$ cat config.mk
export PLATFORM = sky130hd
export DESIGN_NAME = lsu_mem_initiator
export DESIGN_NICKNAME = d
export VERILOG_FILES = /design/src/rtl/lsu_pkg.sv /design/src/rtl/lsu_lane_align.sv /design/src/rtl/lsu_mem_initiator.sv
export SDC_FILE = /design/constraint.sdc
export NUM_CORES = 1
export LEC_CHECK = 0
export CAP_MARGIN = 20
export CORE_MARGIN = 2
export CORE_UTILIZATION = 25
export CTS_CLUSTER_DIAMETER = 50
export DETAILED_ROUTE_END_ITERATION = 16
export HOLD_SLACK_MARGIN = 0.15
export SYNTH_ARGS = -nofsm -noshare
export SYNTH_HDL_FRONTEND = slang
export SYNTH_HIERARCHICAL = 1
export SYNTH_SLANG_ARGS = --single-unit
$ cat constraint.sdc
create_clock -name clk -period 2.25 [get_ports clk]
set_input_delay 0.3375 -clock clk [delete_from_list [all_inputs] [get_ports clk]]
set_output_delay 0.3375 -clock clk [all_outputs]
set_load 0.05 [all_outputs]
$ cat src/rtl/lsu_pkg.sv
// Shared encodings for the LSU memory initiator: access sizes, FSM states
// and the alignment rule applied when a request is captured.
package lsu_pkg;

  localparam logic [1:0] SZ_B = 2'd0;
  localparam logic [1:0] SZ_H = 2'd1;
  localparam logic [1:0] SZ_W = 2'd2;
  localparam logic [1:0] SZ_D = 2'd3;

  // state      | meaning
  // ST_IDLE    | ready for a new request
  // ST_RD_REQ  | read request presented to memory (load or RMW read)
  // ST_RD_WAIT | waiting for read data
  // ST_WR_REQ  | write request presented to memory
  // ST_RESP    | one-cycle completion pulse
  localparam logic [2:0] ST_IDLE    = 3'd0;
  localparam logic [2:0] ST_RD_REQ  = 3'd1;
  localparam logic [2:0] ST_RD_WAIT = 3'd2;
  localparam logic [2:0] ST_WR_REQ  = 3'd3;
  localparam logic [2:0] ST_RESP    = 3'd4;

  typedef struct packed {
    logic       write;
    logic [1:0] size;
    logic       uns;
  } req_attr_t;

  function automatic logic is_misaligned(input logic [1:0] size, input logic [2:0] addr_lo);
    logic mis;
    case (size)
      SZ_H:    mis = addr_lo[0];
      SZ_W:    mis = |addr_lo[1:0];
      SZ_D:    mis = |addr_lo;
      default: mis = 1'b0;
    endcase
    return mis;
  endfunction

endpackage

$ cat src/rtl/lsu_lane_align.sv
// Byte-lane steering for one memory word: extended load extraction and
// store-data merge for read-modify-write.
module lsu_lane_align
  import lsu_pkg::*;
#(
  parameter int XLEN = 64
) (
  input  logic [XLEN-1:0] word_i,
  input  logic [2:0]      offset_i,
  input  logic [1:0]      size_i,
  input  logic            uns_i,
  input  logic [XLEN-1:0] wdata_i,
  output logic [XLEN-1:0] load_o,
  output logic [XLEN-1:0] merged_o
);

  localparam int SHW = $clog2(XLEN);

  logic [SHW-1:0]  shamt;
  logic [XLEN-1:0] shifted;
  logic [XLEN-1:0] base_mask;
  logic [XLEN-1:0] lane_mask;

  assign shamt   = SHW'({offset_i, 3'b000});
  assign shifted = word_i >> shamt;

  always_comb begin
    load_o    = shifted;
    base_mask = '1;
    case (size_i)
      SZ_B: begin
        load_o    = {{(XLEN-8){~uns_i & shifted[7]}}, shifted[7:0]};
        base_mask = XLEN'(8'hFF);
      end
      SZ_H: begin
        load_o    = {{(XLEN-16){~uns_i & shifted[15]}}, shifted[15:0]};
        base_mask = XLEN'(16'hFFFF);
      end
      SZ_W: begin
        load_o    = {{(XLEN-32){~uns_i & shifted[31]}}, shifted[31:0]};
        base_mask = XLEN'(32'hFFFF_FFFF);
      end
      default: begin
        load_o    = shifted;
        base_mask = '1;
      end
    endcase
  end

  assign lane_mask = base_mask << shamt;
  assign merged_o  = (word_i & ~lane_mask) | ((wdata_i << shamt) & lane_mask);

endmodule

$ cat src/rtl/lsu_mem_initiator.sv
// MEM-stage initiator: one load/store at a time against a word-addressed
// data memory, with sub-word extraction, RMW stores and misalignment errors.
module lsu_mem_initiator
  import lsu_pkg::*;
#(
  parameter int XLEN   = 64,
  parameter int ADDR_W = 10
) (
  input  logic              clk,
  input  logic              rst_n,
  input  logic              req_valid_i,
  output logic              req_ready_o,
  input  logic              req_write_i,
  input  logic [1:0]        req_size_i,
  input  logic              req_unsigned_i,
  input  logic [XLEN-1:0]   req_addr_i,
  input  logic [XLEN-1:0]   req_wdata_i,
  output logic              resp_valid_o,
  output logic [XLEN-1:0]   resp_rdata_o,
  output logic              resp_err_o,
  output logic              busy_o,
  output logic              mem_req_valid_o,
  input  logic              mem_req_ready_i,
  output logic              mem_we_o,
  output logic [ADDR_W-1:0] mem_addr_o,
  output logic [XLEN-1:0]   mem_wdata_o,
  input  logic              mem_rvalid_i,
  input  logic [XLEN-1:0]   mem_rdata_i
);

  logic [2:0]        state_q, state_d;
  req_attr_t         attr_q, attr_d;
  logic [2:0]        off_q, off_d;
  logic [ADDR_W-1:0] waddr_q, waddr_d;
  logic [XLEN-1:0]   data_q, data_d;
  logic [XLEN-1:0]   rdata_q, rdata_d;
  logic              err_q, err_d;

  logic [XLEN-1:0]   load_val;
  logic [XLEN-1:0]   merged_word;
  logic              unused_addr_hi;

  // Address bits above the word index wrap silently.
  assign unused_addr_hi = ^req_addr_i[XLEN-1:ADDR_W+3];

  lsu_lane_align #(.XLEN(XLEN)) u_align (
    .word_i   (mem_rdata_i),
    .offset_i (off_q),
    .size_i   (attr_q.size),
    .uns_i    (attr_q.uns),
    .wdata_i  (data_q),
    .load_o   (load_val),
    .merged_o (merged_word)
  );

  always_comb begin
    state_d = state_q;
    attr_d  = attr_q;
    off_d   = off_q;
    waddr_d = waddr_q;
    data_d  = data_q;
    rdata_d = rdata_q;
    err_d   = err_q;
    case (state_q)
      ST_IDLE: begin
        if (req_valid_i) begin
          attr_d  = '{write: req_write_i, size: req_size_i, uns: req_unsigned_i};
          off_d   = req_addr_i[2:0];
          waddr_d = req_addr_i[ADDR_W+2:3];
          data_d  = req_wdata_i;
          rdata_d = '0;
          err_d   = is_misaligned(req_size_i, req_addr_i[2:0]);
          if (err_d)                                 state_d = ST_RESP;
          else if (req_write_i && req_size_i == SZ_D) state_d = ST_WR_REQ;
          else                                       state_d = ST_RD_REQ;
        end
      end
      ST_RD_REQ: if (mem_req_ready_i) state_d = ST_RD_WAIT;
      ST_RD_WAIT: begin
        if (mem_rvalid_i) begin
          if (attr_q.write) begin
            data_d  = merged_word;
            state_d = ST_WR_REQ;
          end else begin
            rdata_d = load_val;
            state_d = ST_RESP;
          end
        end
      end
      ST_WR_REQ: if (mem_req_ready_i) state_d = ST_RESP;
      ST_RESP:   state_d = ST_IDLE;
      default:   state_d = ST_IDLE;
    endcase
  end

  always_ff @(posedge clk or negedge rst_n) begin
    if (!rst_n) begin
      state_q <= ST_IDLE;
      attr_q  <= '0;
      off_q   <= '0;
      waddr_q <= '0;
      data_q  <= '0;
      rdata_q <= '0;
      err_q   <= 1'b0;
    end else begin
      state_q <= state_d;
      attr_q  <= attr_d;
      off_q   <= off_d;
      waddr_q <= waddr_d;
      data_q  <= data_d;
      rdata_q <= rdata_d;
      err_q   <= err_d;
    end
  end

  assign req_ready_o     = (state_q == ST_IDLE);
  assign busy_o          = (state_q != ST_IDLE);
  assign mem_req_valid_o = (state_q == ST_RD_REQ) || (state_q == ST_WR_REQ);
  assign mem_we_o        = (state_q == ST_WR_REQ);
  assign mem_addr_o      = waddr_q;
  assign mem_wdata_o     = data_q;
  assign resp_valid_o    = (state_q == ST_RESP);
  assign resp_rdata_o    = (state_q == ST_RESP) ? rdata_q : '0;
  assign resp_err_o      = (state_q == ST_RESP) && err_q;

endmodule

==> qor.txt, run 1 <==
Area grow syn2layout: 60.36%
Fin nets: 1707
Critical path launch point type: register
Final hold slack: 385.4 ps
Initial core utilization: 25.29%
Metal2 WL: 24560 um
Ys flop type: dfrtp_1
Crit path DAT: 2750 ps
Num Clock Sinks: 149
Setup slack after layout: -167.3 ps
Cell Area, Synth: 11480 sq um
Vias in the first global route: 10660
Congestion Overflow GR: 0
Vias: 10860
Status: finished, violations left
Vias per cell: 5.112
GPL Wtd Cong: 0.9175
CTS buffer count: 17
Leak pwr: 7.789 nW
Bufs on Longest Clock Path: 2
Reg2Reg Depth: 7
# IOs: 345
Fin. Hold Viols: 0
GRT Util Overall: 20.67%
Pins Over Slew Limit: 0
CTS tree: yes
Worst Hold Class: input port to async pin
Pwr/cell area: 1610 nW/um^2
Final setup fails: 93
M1 WL: 22450 um
Synthesized instance count: 1101
Slew margin rel.: 59.60%
Core ar.: 45380 sq um
Clk root buf: clkbuf_16
Wire per inst: 24.44 um
Synth Register Bits: 149
Most common cell after layout, fill and taps aside: clkdlybuf4s50_1
Die Y: 218.3 um
Detailed Route WL: 51950 um
Pre-antenna DRT Iters: 6
Final Cycle Share: 107.4%
Post-synth EDFFs: 0
Worst Setup End Kind: register
Maximum fanout along the worst path: 8
Rows: 78
Clock Latency Late Sink: 450 ps
Placed instance area: 16610 sq um
Ys Warns: 6
Unrepaired setup endpoints after global routing: true
DRT iter0 DRCs: 961
Max-cap check violation count: 0
Post-synthesis cell type count: 60
Failing checks: setup timing
Post-DP HPWL: 38850 um
Max Freq: 413.7 MHz
Fin Clk Skew: 8.561 ps
Port Buffer Count: 293
Slew @ Worst Pin: 604.1 ps
First-pass GRT wire length: 72810 um
Most frequent cells in the layout: 222 x clkdlybuf4s50_1, 165 x mux2_2, 145 x dfrtp_1, 145 x buf_4, 101 x nand2_1
Register area share after synthesis: 32.49%
DIE AREA: 47630 sq um
Post-Route Utilization: 40.55%
DR DRC count: 0
Fin crit period: 2417 ps
Synth Net Count: 1302
Largest net degree at the start of global routing: 65
DR top layer: met5
Final Instance Area: 18400 sq um
Reg clk slew, reported paths: 70 ps
Setup TNS Final: -7697 ps
Antenna violations before repair: 9
Length of routed met3 wiring: 3620 um
Asr flop ratio synth: 100.0%
Maximum vdd drop: 0.001091 V
Antenna-violating nets left: 0
Share of layout cells above drive strength 1: 39.89%
Syn avg cell area: 10.42 sq um
Worst EP required: 2580 ps
Critical path class: register to register
CTS HTree Levels: 4
Place WS: -241.4 ps
Die X: 218.3 um
-- per-layer routing --
| metal | global-route usage, % | up-vias |
|---|---|---|
| met4 | 6.032 | 6 |
| met5 | 0 | - |
| met2 | 33.20 | 484 |
| met1 | 27.72 | 5347 |
| li1 | - | 4949 |
| met3 | 4.607 | 78 |
-- critical path, stage by stage, from the launching register on --
cell and delay (ps):
dfrtp_4 510, buf_8 150, clkbuf_16 150, or2_4 230
mux2_4 360, a221o_1 370, mux2_4 260, mux2_4 250
-- kinds of logic (layout without fill, tap and decap cells) --
group	Yosys count	after routing	share of synthesized area, %
multiplexers	320	320	32.83
AND/OR/NAND/NOR	304	304	14.08
AO/OA/AOI/OAI	215	215	14.25
flip-flops	149	149	32.49
buffers and inverters	113	531	6.356
other	0	6	0
-- area by class of cell --
type,count,area [sq um]
tap,600,750.7
multi-input combinational,839,7490
clock inverter,15,147.6
inverter,6,22.52
antenna,6,15.01
clock buffer,17,425.4
fill,4362,26980
sequential,149,3739
timing repair buffer,493,5813
-- final timing paths --
| check | end | slack, ps | from |
|---|---|---|---|
| worst max-delay path | mem_wdata_o[38] | -170 | off_q[0] |
| worst min-delay path | mem_wdata_o[0] | 390 | rst_n |
| worst max register to register | mem_wdata_o[38] | -170 | off_q[0] |
| worst min register to register | rdata_q[32] | 500 | rdata_q[32] |
| max in group asynchronous | state_q[2] | 1060 | rst_n |
| min in group clk | mem_addr_o[9] | 500 | req_addr_i[12] |
-- stage by stage --
stage,power [mW],cells
floorplan,16.77,1101
global placement,23.79,2035
detailed placement,23.94,2035
CTS,27.50,2074
global route,30.97,2123
finish,29.62,2125
-- cells in the mapped netlist, types with 24 or more instances --
cell type / number / area share [%]
a22o_1: 65 / 5.0
and2_1: 73 / 4.0
buf_2: 44 / 1.9
buf_6: 27 / 2.6
clkbuf_1: 24 / 0.79
dfrtp_1: 149 / 32
mux2_2: 192 / 19
mux2i_1: 100 / 8.7
mux4_2: 25 / 4.9
nand2_1: 101 / 3.3
nand4_1: 34 / 1.9
nor2_1: 29 / 0.95
o21ai_0: 34 / 1.5
-- flip-flops by register name, indices dropped and copies added, names as in the netlist --
name,count
mem_wdata_o,64
err_q,1
rdata_q,64
mem_addr_o,10
state_q,3
off_q,3
attr_q,4
-- power breakdown --
group | total (mW) | internal, mW | switching, mW
clock network | 2.84 | 1.55 | 1.29
logic | 21.8 | 10.4 | 11.5
registers | 4.94 | 3.68 | 1.26
-- timing repair --
| item | 4_1_cts | 5_1_grt |
|---|---|---|
| pin swaps | 49 | 28 |
| resized for setup | 29 | 123 |
| gates cloned | 4 | 16 |
| hold buffers | 1 | 0 |
| setup buffers | 2 | 30 |
| setup endpoints to repair | 151 | 137 |
| endpoints found under the hold margin | 39 | 0 |
Note: power is estimated with default switching activity, not from simulation.
==> inputs of run 2 (changes only) <==
TNS_END_PERCENT = 30   (was unset)
==> run 2 against run 1 <==
  * The run still ends with setup timing left
  * Die area stayed put
  * Worst setup slack worse by 13 ps
  * Critical path depth stayed put
  * Via count is 3.2% lower
  * Non-clock buffer count is 49 lower
  * First-iteration DRC count is 17% lower
  * Highest routed layer unchanged
  * Flip-flop and latch count stayed put
  * Final cell count is 2.4% lower
  * Fmax is 0.55% lower
  * Routed wire length is 6.2% lower
  * Power is 5.4% lower
==> qor.txt, run 2 (synthesized netlist as in run 1, its figures left out) <==
Bufs on Longest Clock Path: 2 (unchanged)
Worst Setup End Kind: register
Fin nets: 1658 (-2.9%)
Final Instance Area: 17670 sq um (-4.0%)
Fillers: 4422 (+1.4%)
Final setup fails: 75 (-19%)
Slew @ Worst Pin: 622.5 ps (+18.38 ps)
Worst Hold Class: input port to async pin
Status: finished, violations left
Most frequent cells in the layout: 221 x clkdlybuf4s50_1, 170 x mux2_2, 145 x dfrtp_1
# IOs: 345 (unchanged)
Wire per inst: 23.48 um (-3.9%)
Most common cell after layout, fill and taps aside: clkdlybuf4s50_1
Vias: 10510 (-3.2%)
Post-DP HPWL: 38280 um (-1.5%)
Fin Clk Skew: 7.147 ps (-1.414 ps)
Die X: 218.3 um (unchanged)
Port Buffer Count: 293 (unchanged)
DR DRC count: 0 (unchanged)
CTS buffer count: 17 (unchanged)
Clock Latency Late Sink: 450 ps (about the same)
Critical path class: register to register
Vias per cell: 5.067 (-0.89%)
Largest net degree at the start of global routing: 68 (+4.6%)
Worst EP required: 2590 ps (about the same)
Top delay family on crit path: multiplexers
Initial core utilization: 25.29% (unchanged)
Pre-antenna DRT Iters: 5 (-1)
Share of layout cells above drive strength 1: 36.12% (-3.8 points)
GPL Wtd Cong: 0.9236 (+0.66%)
Placed instance area: 16500 sq um (-0.68%)
Rows: 78 (unchanged)
Critical Path Max Stage Delay: 580 ps (+70 ps)
Num Clock Sinks: 149 (unchanged)
Antenna violations before repair: 9 (unchanged)
Unrepaired setup endpoints after global routing: true
R2r setup slk: -180 ps (about the same)
Congestion Overflow GR: 0 (unchanged)
Pwr/cell area: 1587 nW/um^2 (-1.4%)
Pins Over Slew Limit: 0 (unchanged)
Fin. Hold Viols: 0 (unchanged)
Crit path DAT: 2770 ps (+20 ps)
CTS HTree Levels: 4 (unchanged)
Slowest CP cell: dfrtp_4
Core ar.: 45380 sq um (unchanged)
Area grow syn2layout: 53.96%
Maximum vdd drop: 0.001013 V (-7.1%)
First-pass GRT wire length: 71150 um (-2.3%)
Leak pwr: 7.427 nW (-4.7%)
Inst Count DP: 2025 (-0.49%)
Maximum fanout along the worst path: 12 (+4)
Clk root buf: clkbuf_16
Failing checks: setup timing
Final Cycle Share: 108.0% (+0.59 points)
Fin crit period: 2431 ps (+13.30 ps)
Critical path launch point type: register
Setup slack after layout: -180.6 ps (-13.30 ps)
Final hold slack: 377.3 ps (-8.188 ps)
Detailed Route WL: 48730 um (-6.2%)
Reg clk slew, reported paths: 70 ps (about the same)
Final non-filler cell total: 2075 (-2.4%)
Antenna-violating nets left: 0 (unchanged)
CTS tree: yes
GRT Util Overall: 20.13% (-0.54 points)
Vias in the first global route: 10740 (+0.78%)
Max Freq: 411.4 MHz (-0.55%)
Bufs and invs on worst path: 2 (unchanged)
Die Y: 218.3 um (unchanged)
DIE AREA: 47630 sq um (unchanged)
Slew margin rel.: 58.37% (-1.2 points)
Worst path cell trace: buf_8 -> mux2_4 -> mux4_2 -> nand3_4 -> clkbuf_16 -> nand4_1 -> a22o_1
Max-cap check violation count: 0 (unchanged)
DRT iter0 DRCs: 795 (-17%)
run 2: changes by cell type in the layout (fill, tap and decap cells not counted), sizes merged:
cell           change
buf               -40
clkbuf             -9
clkinvlp           -3
inv                +3
clkdlybuf4s50      -1
diode              -1
dlymetal6s2s       +1
run 2: area by class of cell:
| class | count | area, sq um | share of cell area (%) |
|---|---|---|---|
| Timing Repair Buffer | 444 | 5191 | 29.38 |
| Clock inverter | 15 | 158.9 | 0.8994 |
| Inverter | 6 | 22.52 | 0.1275 |
| Multi-Input combinational cell | 839 | 7368 | 41.70 |
| Clock buffer | 17 | 425.4 | 2.408 |
| Tap cell | 600 | 750.7 | 4.249 |
| Antenna cell | 5 | 12.51 | 0.07082 |
| Sequential cell | 149 | 3739 | 21.16 |
run 2: power breakdown:
part | switching [mW] | internal [mW] | total, mW
registers | 1.28 | 3.68 | 4.96
clock network | 1.32 | 1.57 | 2.89
logic | 10.8 | 9.35 | 20.2
total | 13.4 | 14.6 | 28.0
run 2: final timing paths:
check                      depth (start not counted)         endpoint   startpoint
max in group asynchronous                          3      rdata_q[62]        rst_n
min in group clk                                   1      rdata_q[43]  rdata_q[43]
hold / removal                                     2  mem_wdata_o[13]        rst_n
hold reg to reg                                    1      rdata_q[43]  rdata_q[43]
setup reg to reg                                   7      rdata_q[36]     off_q[0]
setup / recovery                                   7      rdata_q[36]     off_q[0]
run 2: repair_timing:
item	in CTS	in global routing
hold buffers	1	0
pin swaps	25	24
setup endpoints to repair	166	173
setup buffers	3	3
gates cloned	1	5
endpoints found under the hold margin	34	0
gates resized for setup	45	56
run 2: per-layer routing:
layer,routed length (um),GRT usage (%),up-vias
li1,-,-,4862
met1,21240,26.26,5186
met3,3499,5.275,64
met4,1209,6.417,4
met2,22750,32.36,398
met5,26,0,-
run 2: through the flow:
step	worst slack [ps]	total power [mW]	util (%)	setup TNS (ps)
floorplan	-79.92	16.77	-	-570.0
global placement	-196.6	23.55	36.36	-11290
detailed placement	-234.6	23.73	36.36	-14260
CTS	-150.9	27.29	38.16	-8853
global route	-213.7	29.43	38.93	-15380
finish	-180.6	28.04	38.93	-8502
